## src/rtl/control_unit.sv

```systemverilog
// ---------------------------------------------------------------------------
// control_unit
//
// Purpose:
//   Multi-cycle instruction sequencer for a small accumulator machine. Each
//   instruction is fetched, decoded and (for three-byte instructions) has two
//   address bytes loaded before a single execute cycle that drives the
//   datapath write strobes and mux selects. Opcodes 0x10 and above stop the
//   machine until reset.
//
//   Instruction latency, FETCH to FETCH:
//     single-byte (NOP, MVAC, MOVR, ALU ops 0x08-0x0F) : 3 cycles
//     three-byte  (LDAC, STAC, JUMP, JMPZ, JPNZ)       : 5 cycles
//
// Ports:
//   clk                       in   1  system clock, rising-edge active
//   reset                     in   1  synchronous active-high reset
//   opcode                    in   8  instruction register contents
//   zeroFlag                  in   1  Z register (1 = last flagged result zero)
//   writeEnableAC             out  1  accumulator write strobe
//   writeEnableR              out  1  R register write strobe
//   writeEnableMem            out  1  memory write strobe
//   PCEnable                  out  1  program counter load enable
//   instructionRegisterEnable out  1  instruction register load enable
//   MSBaddressEnable          out  1  address high byte load enable
//   LSBaddressEnable          out  1  address low byte load enable
//   zeroEnable                out  1  Z register load enable
//   muxSelectPC               out  1  PC source: 0 = PC+1, 1 = {MSB,LSB}
//   muxSelectAddress          out  1  memory address: 0 = PC, 1 = {MSB,LSB}
//   muxSelectALUtoAC          out  1  AC source: 0 = ALU, 1 = memory/R mux
//   muxSelectMEM_or_R_toAC    out  1  0 = memory read data, 1 = R
//   muxSelectZero             out  1  Z source: 0 = ALU result, 1 = AC data
//   ALUselectLine             out  3  ALU operation (opcode[2:0] of ALU ops)
//   halted                    out  1  high while stopped
//   instrDone                 out  1  one-cycle pulse in each execute cycle
// ---------------------------------------------------------------------------
module control_unit (
  input  logic       clk,
  input  logic       reset,
  input  logic [7:0] opcode,
  input  logic       zeroFlag,
  output logic       writeEnableAC,
  output logic       writeEnableR,
  output logic       writeEnableMem,
  output logic       PCEnable,
  output logic       instructionRegisterEnable,
  output logic       MSBaddressEnable,
  output logic       LSBaddressEnable,
  output logic       zeroEnable,
  output logic       muxSelectPC,
  output logic       muxSelectAddress,
  output logic       muxSelectALUtoAC,
  output logic       muxSelectMEM_or_R_toAC,
  output logic       muxSelectZero,
  output logic [2:0] ALUselectLine,
  output logic       halted,
  output logic       instrDone
);

  typedef enum logic [2:0] {
    FETCH  = 3'd0,
    DECODE = 3'd1,
    OPHI   = 3'd2,
    OPLO   = 3'd3,
    EXEC   = 3'd4,
    HALT   = 3'd5
  } state_t;

  localparam logic [7:0] OP_NOP  = 8'h00;
  localparam logic [7:0] OP_LDAC = 8'h01;
  localparam logic [7:0] OP_STAC = 8'h02;
  localparam logic [7:0] OP_MVAC = 8'h03;
  localparam logic [7:0] OP_MOVR = 8'h04;
  localparam logic [7:0] OP_JUMP = 8'h05;
  localparam logic [7:0] OP_JMPZ = 8'h06;
  localparam logic [7:0] OP_JPNZ = 8'h07;

  state_t state_q, state_d;

  logic isThreeByte;
  logic isHaltOp;
  logic isAluOp;
  logic branchTaken;

  // Opcode classes. Anything with a nonzero upper nibble is undefined and
  // stops the machine; 0x08-0x0F are ALU ops whose low three bits are the
  // ALU function code.
  always_comb begin
    isHaltOp    = (opcode[7:4] != 4'h0);
    isAluOp     = (opcode[7:3] == 5'b00001);
    isThreeByte = (opcode == OP_LDAC) || (opcode == OP_STAC) ||
                  (opcode == OP_JUMP) || (opcode == OP_JMPZ) ||
                  (opcode == OP_JPNZ);
  end

  // Conditional branches look at Z only here, in the execute cycle. An
  // untaken branch simply leaves PC pointing past the two operand bytes.
  always_comb begin
    branchTaken = 1'b0;
    case (opcode)
      OP_JUMP: branchTaken = 1'b1;
      OP_JMPZ: branchTaken = zeroFlag;
      OP_JPNZ: branchTaken = ~zeroFlag;
      default: branchTaken = 1'b0;
    endcase
  end

  // State register. Reset from any state (including HALT) returns to FETCH,
  // abandoning whatever instruction was in progress.
  always_ff @(posedge clk) begin
    if (reset) begin
      state_q <= FETCH;
    end else begin
      state_q <= state_d;
    end
  end

  // Next-state sequencing.
  always_comb begin
    state_d = state_q;
    unique case (state_q)
      FETCH:  state_d = DECODE;
      DECODE: begin
        if (isHaltOp) begin
          state_d = HALT;
        end else if (isThreeByte) begin
          state_d = OPHI;
        end else begin
          state_d = EXEC;
        end
      end
      OPHI:   state_d = OPLO;
      OPLO:   state_d = EXEC;
      EXEC:   state_d = FETCH;
      HALT:   state_d = HALT;
      default: state_d = FETCH;
    endcase
  end

  // Output decode. Everything defaults to 0 and only the strobes/selects
  // that a state actually needs are raised. While reset is high the whole
  // block is suppressed so no register or memory sees a write in the reset
  // cycle, whatever state we happened to be in.
  always_comb begin
    writeEnableAC             = 1'b0;
    writeEnableR              = 1'b0;
    writeEnableMem            = 1'b0;
    PCEnable                  = 1'b0;
    instructionRegisterEnable = 1'b0;
    MSBaddressEnable          = 1'b0;
    LSBaddressEnable          = 1'b0;
    zeroEnable                = 1'b0;
    muxSelectPC               = 1'b0;
    muxSelectAddress          = 1'b0;
    muxSelectALUtoAC          = 1'b0;
    muxSelectMEM_or_R_toAC    = 1'b0;
    muxSelectZero             = 1'b0;
    ALUselectLine             = 3'b000;
    halted                    = 1'b0;
    instrDone                 = 1'b0;

    if (!reset) begin
      unique case (state_q)
        // Read the opcode byte at PC into IR and step PC.
        FETCH: begin
          muxSelectAddress          = 1'b0;
          instructionRegisterEnable = 1'b1;
          PCEnable                  = 1'b1;
          muxSelectPC               = 1'b0;
        end

        DECODE: begin
        end

        // Operand bytes follow the opcode: high address byte first.
        OPHI: begin
          muxSelectAddress = 1'b0;
          MSBaddressEnable = 1'b1;
          PCEnable         = 1'b1;
          muxSelectPC      = 1'b0;
        end

        OPLO: begin
          muxSelectAddress = 1'b0;
          LSBaddressEnable = 1'b1;
          PCEnable         = 1'b1;
          muxSelectPC      = 1'b0;
        end

        EXEC: begin
          instrDone = 1'b1;
          if (isAluOp) begin
            // AC <= ALU result; Z follows the ALU result.
            ALUselectLine    = opcode[2:0];
            muxSelectALUtoAC = 1'b0;
            writeEnableAC    = 1'b1;
            zeroEnable       = 1'b1;
            muxSelectZero    = 1'b0;
          end else begin
            case (opcode)
              OP_NOP: begin
              end
              // AC <= mem[{MSB,LSB}]; Z follows the value written to AC.
              OP_LDAC: begin
                muxSelectAddress       = 1'b1;
                muxSelectALUtoAC       = 1'b1;
                muxSelectMEM_or_R_toAC = 1'b0;
                writeEnableAC          = 1'b1;
                zeroEnable             = 1'b1;
                muxSelectZero          = 1'b1;
              end
              OP_STAC: begin
                muxSelectAddress = 1'b1;
                writeEnableMem   = 1'b1;
              end
              OP_MVAC: begin
                writeEnableR = 1'b1;
              end
              // AC <= R through the same bypass path LDAC uses.
              OP_MOVR: begin
                muxSelectALUtoAC       = 1'b1;
                muxSelectMEM_or_R_toAC = 1'b1;
                writeEnableAC          = 1'b1;
                zeroEnable             = 1'b1;
                muxSelectZero          = 1'b1;
              end
              OP_JUMP, OP_JMPZ, OP_JPNZ: begin
                PCEnable    = branchTaken;
                muxSelectPC = branchTaken;
              end
              default: begin
              end
            endcase
          end
        end

        HALT: begin
          halted = 1'b1;
        end

        default: begin
        end
      endcase
    end
  end

endmodule

```

## config.mk

```make
export PLATFORM = sky130hd
export DESIGN_NAME = control_unit
export DESIGN_NICKNAME = d
export VERILOG_FILES = /design/src/rtl/control_unit.sv
export SDC_FILE = /design/constraint.sdc
export NUM_CORES = 1
export LEC_CHECK = 0
export BUFFER_PORTS_ARGS = -buffer_cell sky130_fd_sc_hd__buf_2
export CORE_AREA = 2 2 39 41
export CTS_CLUSTER_SIZE = 8
export DETAILED_ROUTE_END_ITERATION = 16
export DIE_AREA = 0 0 41 43
export PLACE_DENSITY = 0.7
export SLEW_MARGIN = 0
export SYNTH_ARGS = -nofsm -noshare
export SYNTH_HDL_FRONTEND = slang
export SYNTH_SLANG_ARGS = --single-unit
```

## constraint.sdc

```tcl
create_clock -name clk -period 4 [get_ports clk]
set_input_delay 0.8 -clock clk [delete_from_list [all_inputs] [get_ports clk]]
set_output_delay 0.8 -clock clk [all_outputs]
set_load 0.05 [all_outputs]
```

==> flow_summary.json, run 1 <==
{
  "run_status": "completed",
  "synth-simple-area-share": 0.496,
  "via_count": 463,
  "drtIter0Drc": 0,
  "synth_top_area_frac": 0.142,
  "layout-drive-gt1-share": 0.494,
  "finalSetupViolCount": 0,
  "required_ns": 3.20,
  "ys_seq_area_frac": 0.142,
  "maxSlewViolCount": 0,
  "fin_area_um2": 582,
  "path_class": "input port to primary output",
  "vdd.ir_drop.worst_mv": 0.133,
  "top_regs": "state_q: 3 flops",
  "synth.cell_area_um2": 424,
  "portBuffers": 28,
  "skew_ns": 0.00305,
  "muxShareOfSynthArea": 0,
  "fin_nets": 89,
  "largest_register": "state_q",
  "hold_path_end": "state_q[0]",
  "reg2reg_from": "state_q[1]",
  "whs_ns": 0.630,
  "std_cell_rows": 14,
  "clock_sinks": 3,
  "wl_per_cell_um": 10.1,
  "hold_class": "register to register",
  "reg2reg_to": "state_q[2]",
  "largest_reg_flops": 3,
  "startpoint_type": "input port",
  "place_area_um2": 556,
  "synth.avg_cell_area_um2": 8.32,
  "viasPerCell": 4.98,
  "post_cts_buffers": 0,
  "core-area_um2": 1380,
  "fmax_ghz": 0.346,
  "synth_warnings": 0,
  "r2r_slack_ns": 2.92,
  "synth_xor_area_frac": 0.0413,
  "cap_violations": 0,
  "globalRouteOverflowTotal": 0,
  "syn_inst": 51,
  "io-pin-count": 29,
  "die_h_um": 43,
  "finalSetupTns_ns": 0,
  "power.leakage_nw": 0.308,
  "grt_max_degree": 12,
  "clk_pin_slew_ns": 0.04,
  "yosys.area_share.adder": 0,
  "gp_routability_congestion": 0.693,
  "min_from": "state_q[0]",
  "antenna_left": 0,
  "rsz0062_at_grt": "false",
  "syn_to_final_growth_pct": 37.2,
  "cts.htree.levels": 1,
  "synth.distinct_cells": 29,
  "die_w_um": 41,
  "clock_latency_ns": 0.24,
  "synthTopCellsByArea": "dfxtp_1 14%, nor4b_2 7.1%, and3_1 5.9%, nor4b_4 5.6%, nor4_4 5.0%",
  "drc": 0,
  "yosysTopAreaCell": "dfxtp_1",
  "cp_max_fo": 6,
  "clock_path_buffers": 2,
  "worstMarginPinSlew_ns": 0.403,
  "grt_pass1_wl_mm": 1.43,
  "critical_path_arrival_ns": 2.09,
  "start_util": 0.307,
  "root_buffer": "clkbuf_4",
  "power_density_nw_per_um2": 216,
  "dp_hpwl_um": 729,
  "grt_usage": 0.117,
  "synth_top_family_by_area": "simple AND/OR/NAND/NOR gates",
  "cts_tree": "done",
  "end_kind": "primary output",
  "drt_wl_total_um": 942,
  "synth_nets": 62,
  "finalHoldViolCount": 0,
  "whs_path_depth": 1,
  "ff2ff_path_depth": 3,
  "cts_inserted_buffers": 3,
  "cts_hold_buf": 0,
  "antenna_found_initial": 0,
  "slew_headroom": 0.730,
  "die_area_um2": 1760,
  "grt_pass1_vias": 360,
  "min_period_ns": 2.89,
  "period_share": 0.723,
  "ys_ff_latch": 3,
  "cts_resized": 0,
  "synth_compound_area_frac": 0.215,
  "first_pass_iters": 1,
  "antenna_cells": 0
}
worst max-delay path, stage by stage:
cell and delay [ns]:
buf_2 0.11, nor4_4 0.43, o2111ai_1 0.20, a221oi_1 0.25, buf_2 0.30
cells by family (layout without fill, tap and decap cells):
logic type | count (synthesis) | count (layout)
buffers and inverters | 9 | 35
flip-flops | 3 | 3
XOR/XNOR | 2 | 2
AO/OA/AOI/OAI | 12 | 12
AND/OR/NAND/NOR | 25 | 25
cells in the final DEF, fill, tap and decap left out, types with 2 or more instances in the layout:
master,instances
nor2_1,5
clkbuf_4,3
nor4b_2,2
xnor2_1,2
nor4_1,2
a21boi_0,2
buf_2,28
o2111ai_1,2
o21ai_0,2
inv_1,3
and3_1,4
o21a_1,2
dfxtp_1,3
layout make-up:
cell class	instances	area, um2
clock buffer	4	26.3
tap	16	20.0
inverter	3	11.3
multi-input combinational	39	324
sequential	3	60.1
timing repair buffer	28	140
fill	154	802
routing by layer:
layer / part of all wire / up-vias / GRT usage / wire (um)
li1: - / 243 / - / -
met1: 0.44 / 194 / 0.131 / 419
met2: 0.43 / 24 / 0.181 / 401
met3: 0.11 / 2 / 0.0157 / 101
met4: 0.021 / 0 / 0.100 / 20
met5: 0 / - / 0 / 0
worst max-delay path by stage:
stage	endpoint	depth (start not counted)	slack, ns	startpoint
floorplan	muxSelectAddress	3	0.39	reset
global placement	PCEnable	5	1.11	opcode[4]
detailed placement	PCEnable	5	1.09	opcode[4]
CTS	PCEnable	5	1.08	opcode[4]
global route	PCEnable	5	0.98	opcode[4]
finish	PCEnable	5	1.11	opcode[4]
cells in the mapped netlist:
| cell | number |
|---|---|
| a21o_2 | 1 |
| inv_1 | 3 |
| nand3b_4 | 1 |
| a221oi_1 | 1 |
| clkbuf_1 | 1 |
| nor4b_4 | 1 |
| and4_1 | 1 |
| and3_1 | 4 |
| buf_4 | 2 |
| dfxtp_1 | 3 |
| nand2_1 | 1 |
| nand4_1 | 1 |
| xnor2_1 | 2 |
| o2111a_1 | 1 |
| o21a_1 | 2 |
| nand3b_1 | 1 |
| o2111ai_1 | 2 |
| nor4b_2 | 2 |
| a21boi_0 | 2 |
| nor4_4 | 1 |
| nor3_1 | 2 |
| or2b_1 | 1 |
| o21ai_0 | 2 |
| a21oi_1 | 1 |
| buf_2 | 3 |
| and3b_1 | 1 |
| nor4_1 | 2 |
| and2_1 | 1 |
| nor2_1 | 5 |
per-stage QoR:
step	power (mW)	std cells	worst slack (ns)	util
after detailed placement	0.0710	89	1.09	0.401
after global placement	0.0706	89	1.11	0.401
after global routing	0.134	93	0.977	0.420
after CTS	0.129	93	1.08	0.420
after floorplan	0.0598	51	0.387	-
final	0.126	93	1.11	0.420
power breakdown:
part | internal [mW] | leakage, nW | switching (mW) | total [mW]
registers | 0.0316 | 0.0248 | 0.00395 | 0.0356
clock network | 0.0375 | 0.0150 | 0.0179 | 0.0554
logic | 0.0129 | 0.268 | 0.0219 | 0.0348
(Power assumes the default switching activity.)
==> run 2, diff against run 1 <==
PLACE_DENSITY = 0.73   (was 0.7)
clock period = 2.6 ns   (was 4 ns; I/O delays follow)
==> run 2 against run 1 <==
- via count up 4.8%
- die area is the same
- register-to-register slack got worse by 1.4 ns
- wire length up 14%
- largest power group unchanged
- combinational power increased by 67%
==> flow_summary.json, run 2 (same netlist as run 1, synthesis figures left out) <==
{
  "run_status": "completed",
  "dp_hpwl_um": 809,
  "grt_pass1_vias": 386,
  "via_count": 485,
  "drt_wl_total_mm": 1.08,
  "period_share": 0.917,
  "nFillCells": 147,
  "largest_reg_flops": 3,
  "antenna_cells": 0,
  "cts_hold_buf": 0,
  "clock_sinks": 3,
  "top_regs": "state_q: 3 flops",
  "hold_class": "register to register",
  "end_kind": "primary output",
  "core-area_um2": 1380,
  "grt_max_degree": 12,
  "largest_register": "state_q",
  "cts_inserted_buffers": 3,
  "die_area_um2": 1760,
  "globalRouteOverflowTotal": 0,
  "power.leakage_nw": 0.328,
  "std_cell_rows": 14,
  "cp_max_fo": 9,
  "drtIter0Drc": 4,
  "clk_pin_slew_ns": 0.04,
  "antenna_found_initial": 0,
  "slew_headroom": 0.729,
  "syn_to_final_growth_pct": 45.7,
  "skew_ns": 0.00155,
  "grt_usage": 0.125,
  "drc": 0,
  "portBuffers": 28,
  "place_area_um2": 592,
  "cts_tree": "done",
  "mostFrequentLayoutCells": "28 x buf_2, 5 x nor2_1, 4 x and3_1",
  "worst_slack_ns": 0.215,
  "die_w_um": 41,
  "power_density_nw_per_um2": 314,
  "cts.htree.levels": 1,
  "place_ws_ns": 0.196,
  "gp_routability_congestion": 0.677,
  "cap_violations": 0,
  "slowest_stage": "dfxtp_1",
  "viasPerCell": 5.22,
  "cts_resized": 0,
  "grt_pass1_wl_mm": 1.53,
  "path_class": "register to primary output",
  "finalHoldViolCount": 0,
  "first_pass_iters": 4,
  "path_cells": "nor4b_4, nand3b_4, nor4b_4, buf_2",
  "worstMarginPinSlew_ns": 0.404,
  "final_common_cell": "buf_2",
  "maxSlewViolCount": 0,
  "clock_path_buffers": 2,
  "fmax_ghz": 0.419,
  "clock_latency_ns": 0.23,
  "antenna_left": 0,
  "wl_per_cell_um": 11.6,
  "startpoint_type": "register",
  "post-route-util": 0.447,
  "start_util": 0.307,
  "fin_nets": 89,
  "place_inst": 89,
  "required_ns": 2.08,
  "fin_area_um2": 618,
  "finalSetupViolCount": 0,
  "post_cts_buffers": 0,
  "rsz0062_at_grt": "false",
  "min_period_ns": 2.39,
  "die_h_um": 43,
  "layout-drive-gt1-share": 0.532,
  "stdcell_count": 93,
  "io-pin-count": 29,
  "crit_top_cell": "nor4b_4",
  "vdd.ir_drop.worst_mv": 0.185,
  "root_buffer": "clkbuf_4",
  "critPathMaxStageDelay_ns": 0.50,
  "critical_path_arrival_ns": 1.87
}
==> run 2: cell counts in the layout (fill, tap and decap cells not counted) <==
Identical to the previous run, type by type.
==> run 2: cell type report <==
| cell class | instances | area, um2 | area share |
|---|---|---|---|
| Tap cell | 16 | 20.0 | 0.0324 |
| Clock buffer | 4 | 26.3 | 0.0425 |
| Inverter | 3 | 11.3 | 0.0182 |
| Sequential cell | 3 | 60.1 | 0.0972 |
| Multi-Input combinational cell | 39 | 360 | 0.583 |
| Timing Repair Buffer | 28 | 140 | 0.227 |
==> run 2: final timing paths <==
kind	startpoint	cells past startpoint	slack (ns)	to
min reg2reg	state_q[0]	1	0.63	state_q[0]
max	state_q[2]	4	0.21	muxSelectMEM_or_R_toAC
min	state_q[0]	1	0.63	state_q[0]
max reg2reg	state_q[0]	3	1.52	state_q[1]
==> run 2: layer usage <==
metal  up-vias  wire length (um)  track usage
met2        22               488        0.194
li1        246                 -            -
met4         0                 0       0.0800
met5         -                 0            0
met1       217               482        0.151
met3         0               106       0.0209
==> run 2: report_power, final <==
part	internal, mW	leakage, nW	total [mW]	switching (mW)
combinational	0.0210	0.288	0.0581	0.0371
clock	0.0575	0.0150	0.0806	0.0231
sequential	0.0487	0.0248	0.0553	0.00659
total	0.127	0.328	0.194	0.0668
==> run 2: worst max-delay path: cells and delay by family, from the launching register on <==
| kind | cells | cell delay (ns) |
|---|---|---|
| flip-flops | 1 | 0.50 |
| buffers and inverters | 1 | 0.30 |
| AND/OR/NAND/NOR | 3 | 0.84 |
==> run 2: metrics by stage <==
step	TNS (ns)	hold WS, ns	total power [mW]
2_1_floorplan	-0.531	0.626	0.0956
3_3_place_gp	0	0.635	0.113
3_5_place_dp	0	0.623	0.114
4_1_cts	0	0.638	0.200
5_1_grt	0	0.669	0.205
6_report	0	0.634	0.194
==> run 3, diff against run 2 <==
ABC_CLOCK_PERIOD_IN_PS = 2600   (was default)
PLACE_DENSITY = 0.67   (was 0.73)
==> run 3 against run 2 <==
- core utilization unchanged
- register-to-register slack got worse by 0.02 ns
- maximum frequency increased by 0.84%
- hold slack improved by 0.0011 ns
- global-route usage increased by 0.31 points
- clock-buffer cell count unchanged
- first-iteration DRC count increased by 25%
- highest routed layer unchanged
==> flow_summary.json, run 3 (same netlist as run 1, synthesis figures left out) <==
{
  "run_status": "completed",
  "finalSetupViolCount": 0,
  "p_comb_frac": 0.297,
  "largest_reg_flops": 3,
  "place_inst": 89,
  "grt_pass1_wl_mm": 1.59,
  "finalSetupTns_ns": 0,
  "required_ns": 2.08,
  "critPathMaxStageDelay_ns": 0.43,
  "gp_routability_congestion": 0.690,
  "wl_met1_um": 467,
  "startpoint_type": "input port",
  "nFillCells": 142,
  "power_density_nw_per_um2": 312,
  "power.leakage_nw": 0.328,
  "hold_class": "input port to register",
  "grt_max_degree": 12,
  "slew_headroom": 0.731,
  "grt_usage": 0.129,
  "globalRouteOverflowTotal": 0,
  "grt_pass1_vias": 386,
  "cp_top_family": "simple AND/OR/NAND/NOR gates",
  "routed-wl-met3_um": 113,
  "syn_to_final_growth_pct": 45.7,
  "cts_hold_buf": 0,
  "clock_power_share": 0.417,
  "post_cts_buffers": 0,
  "drt_wl_total_mm": 1.01,
  "critPathBufInv": 2,
  "dp_hpwl_um": 819,
  "end_kind": "primary output",
  "slowest_stage": "nor4_4",
  "worstMarginPinSlew_ns": 0.400,
  "path_class": "input port to primary output",
  "cts_resized": 0,
  "largest_register": "state_q",
  "min_period_ns": 2.37,
  "antenna_left": 0,
  "clk_pin_slew_ns": 0.04,
  "whs_ns": 0.635,
  "post-route-util": 0.447,
  "finalHoldViolCount": 0,
  "mostFrequentLayoutCells": "28 x buf_2, 5 x nor2_1, 4 x and3_1",
  "sw_frac_of_total": 0.342,
  "cap_violations": 0,
  "io-pin-count": 29,
  "layout-drive-gt1-share": 0.532,
  "antenna_cells": 0,
  "clock_latency_ns": 0.23,
  "top_regs": "state_q: 3 flops",
  "stdcell_count": 93,
  "fmax_ghz": 0.423,
  "die_h_um": 43,
  "first_pass_iters": 4,
  "clock_sinks": 3,
  "internal_power_uw": 127,
  "fin_nets": 89,
  "critical_path_arrival_ns": 1.85,
  "wl_per_cell_um": 10.9,
  "vdd.ir_drop.worst_mv": 0.357,
  "portBuffers": 28,
  "final_common_cell": "buf_2",
  "viasPerCell": 5.15,
  "regArea_um2": 60.1,
  "power_frac_seq": 0.286,
  "cp_max_fo": 6,
  "antenna_found_initial": 0,
  "drc": 0,
  "period_share": 0.910,
  "cts.htree.levels": 1,
  "dr_wl_met2_um": 430,
  "core-area_um2": 1380,
  "root_buffer": "clkbuf_4",
  "via_count": 479,
  "drtIter0Drc": 5,
  "path_cells": "buf_2, nor4_4, nand3b_4, nor4b_4, buf_2",
  "cts_tree": "done",
  "std_cell_rows": 14,
  "power.total_uw": 193,
  "clock_path_buffers": 2,
  "maxSlewViolCount": 0,
  "cts_inserted_buffers": 3,
  "multiInputGateArea_um2": 360,
  "skew_ns": 0.00483,
  "die_w_um": 41,
  "die_area_um2": 1760,
  "start_util": 0.307,
  "power_switching_uw": 66.0,
  "rsz0062_at_grt": "false",
  "crit_top_cell": "buf_2",
  "top_layer": "met3"
}
run 3: cell counts in the layout (fill, tap and decap cells not counted):
Identical to the previous run, type by type.
run 3: cell type report:
class,instances,share of cell area
Clock buffer,4,0.0425
Tap cell,16,0.0324
Timing Repair Buffer,28,0.227
Multi-Input combinational cell,39,0.583
Inverter,3,0.0182
Sequential cell,3,0.0972
run 3: per-layer routing:
metal	vias up	GRT usage
met4	0	0.0200
li1	245	-
met3	0	0.0628
met2	24	0.184
met5	-	0
met1	210	0.174
run 3: worst paths after layout:
| kind | to | slack (ns) | cells after the start | startpoint |
|---|---|---|---|---|
| worst max-delay path | muxSelectMEM_or_R_toAC | 0.23 | 5 | opcode[4] |
| worst min-delay path | state_q[1] | 0.64 | 4 | opcode[6] |
| worst max register to register | state_q[2] | 1.50 | 3 | state_q[1] |
| worst min register to register | state_q[0] | 0.64 | 1 | state_q[0] |
run 3: worst register-to-register path: cells and delay by family (launching register included):
kind	cells	cell delay (ns)
AOI/OAI and AO/OA	2	0.41
DFF	1	0.39
and+or+nand+nor	1	0.19
run 3: power groups by stage:
stage               clock network [mW]  logic [mW]  registers (mW)
floorplan                            0      0.0449          0.0507
global route                    0.0941      0.0624          0.0561
detailed placement                   0      0.0580          0.0556
global placement                     0      0.0574          0.0558
finish                          0.0805      0.0573          0.0553
CTS                             0.0840      0.0582          0.0549
run 3: through the flow:
stage	area, um2	setup WS [ns]
after floorplan	465	-0.192
final	618	0.235
after detailed placement	592	0.209
after global routing	618	0.121
after CTS	618	0.209
after global placement	592	0.238
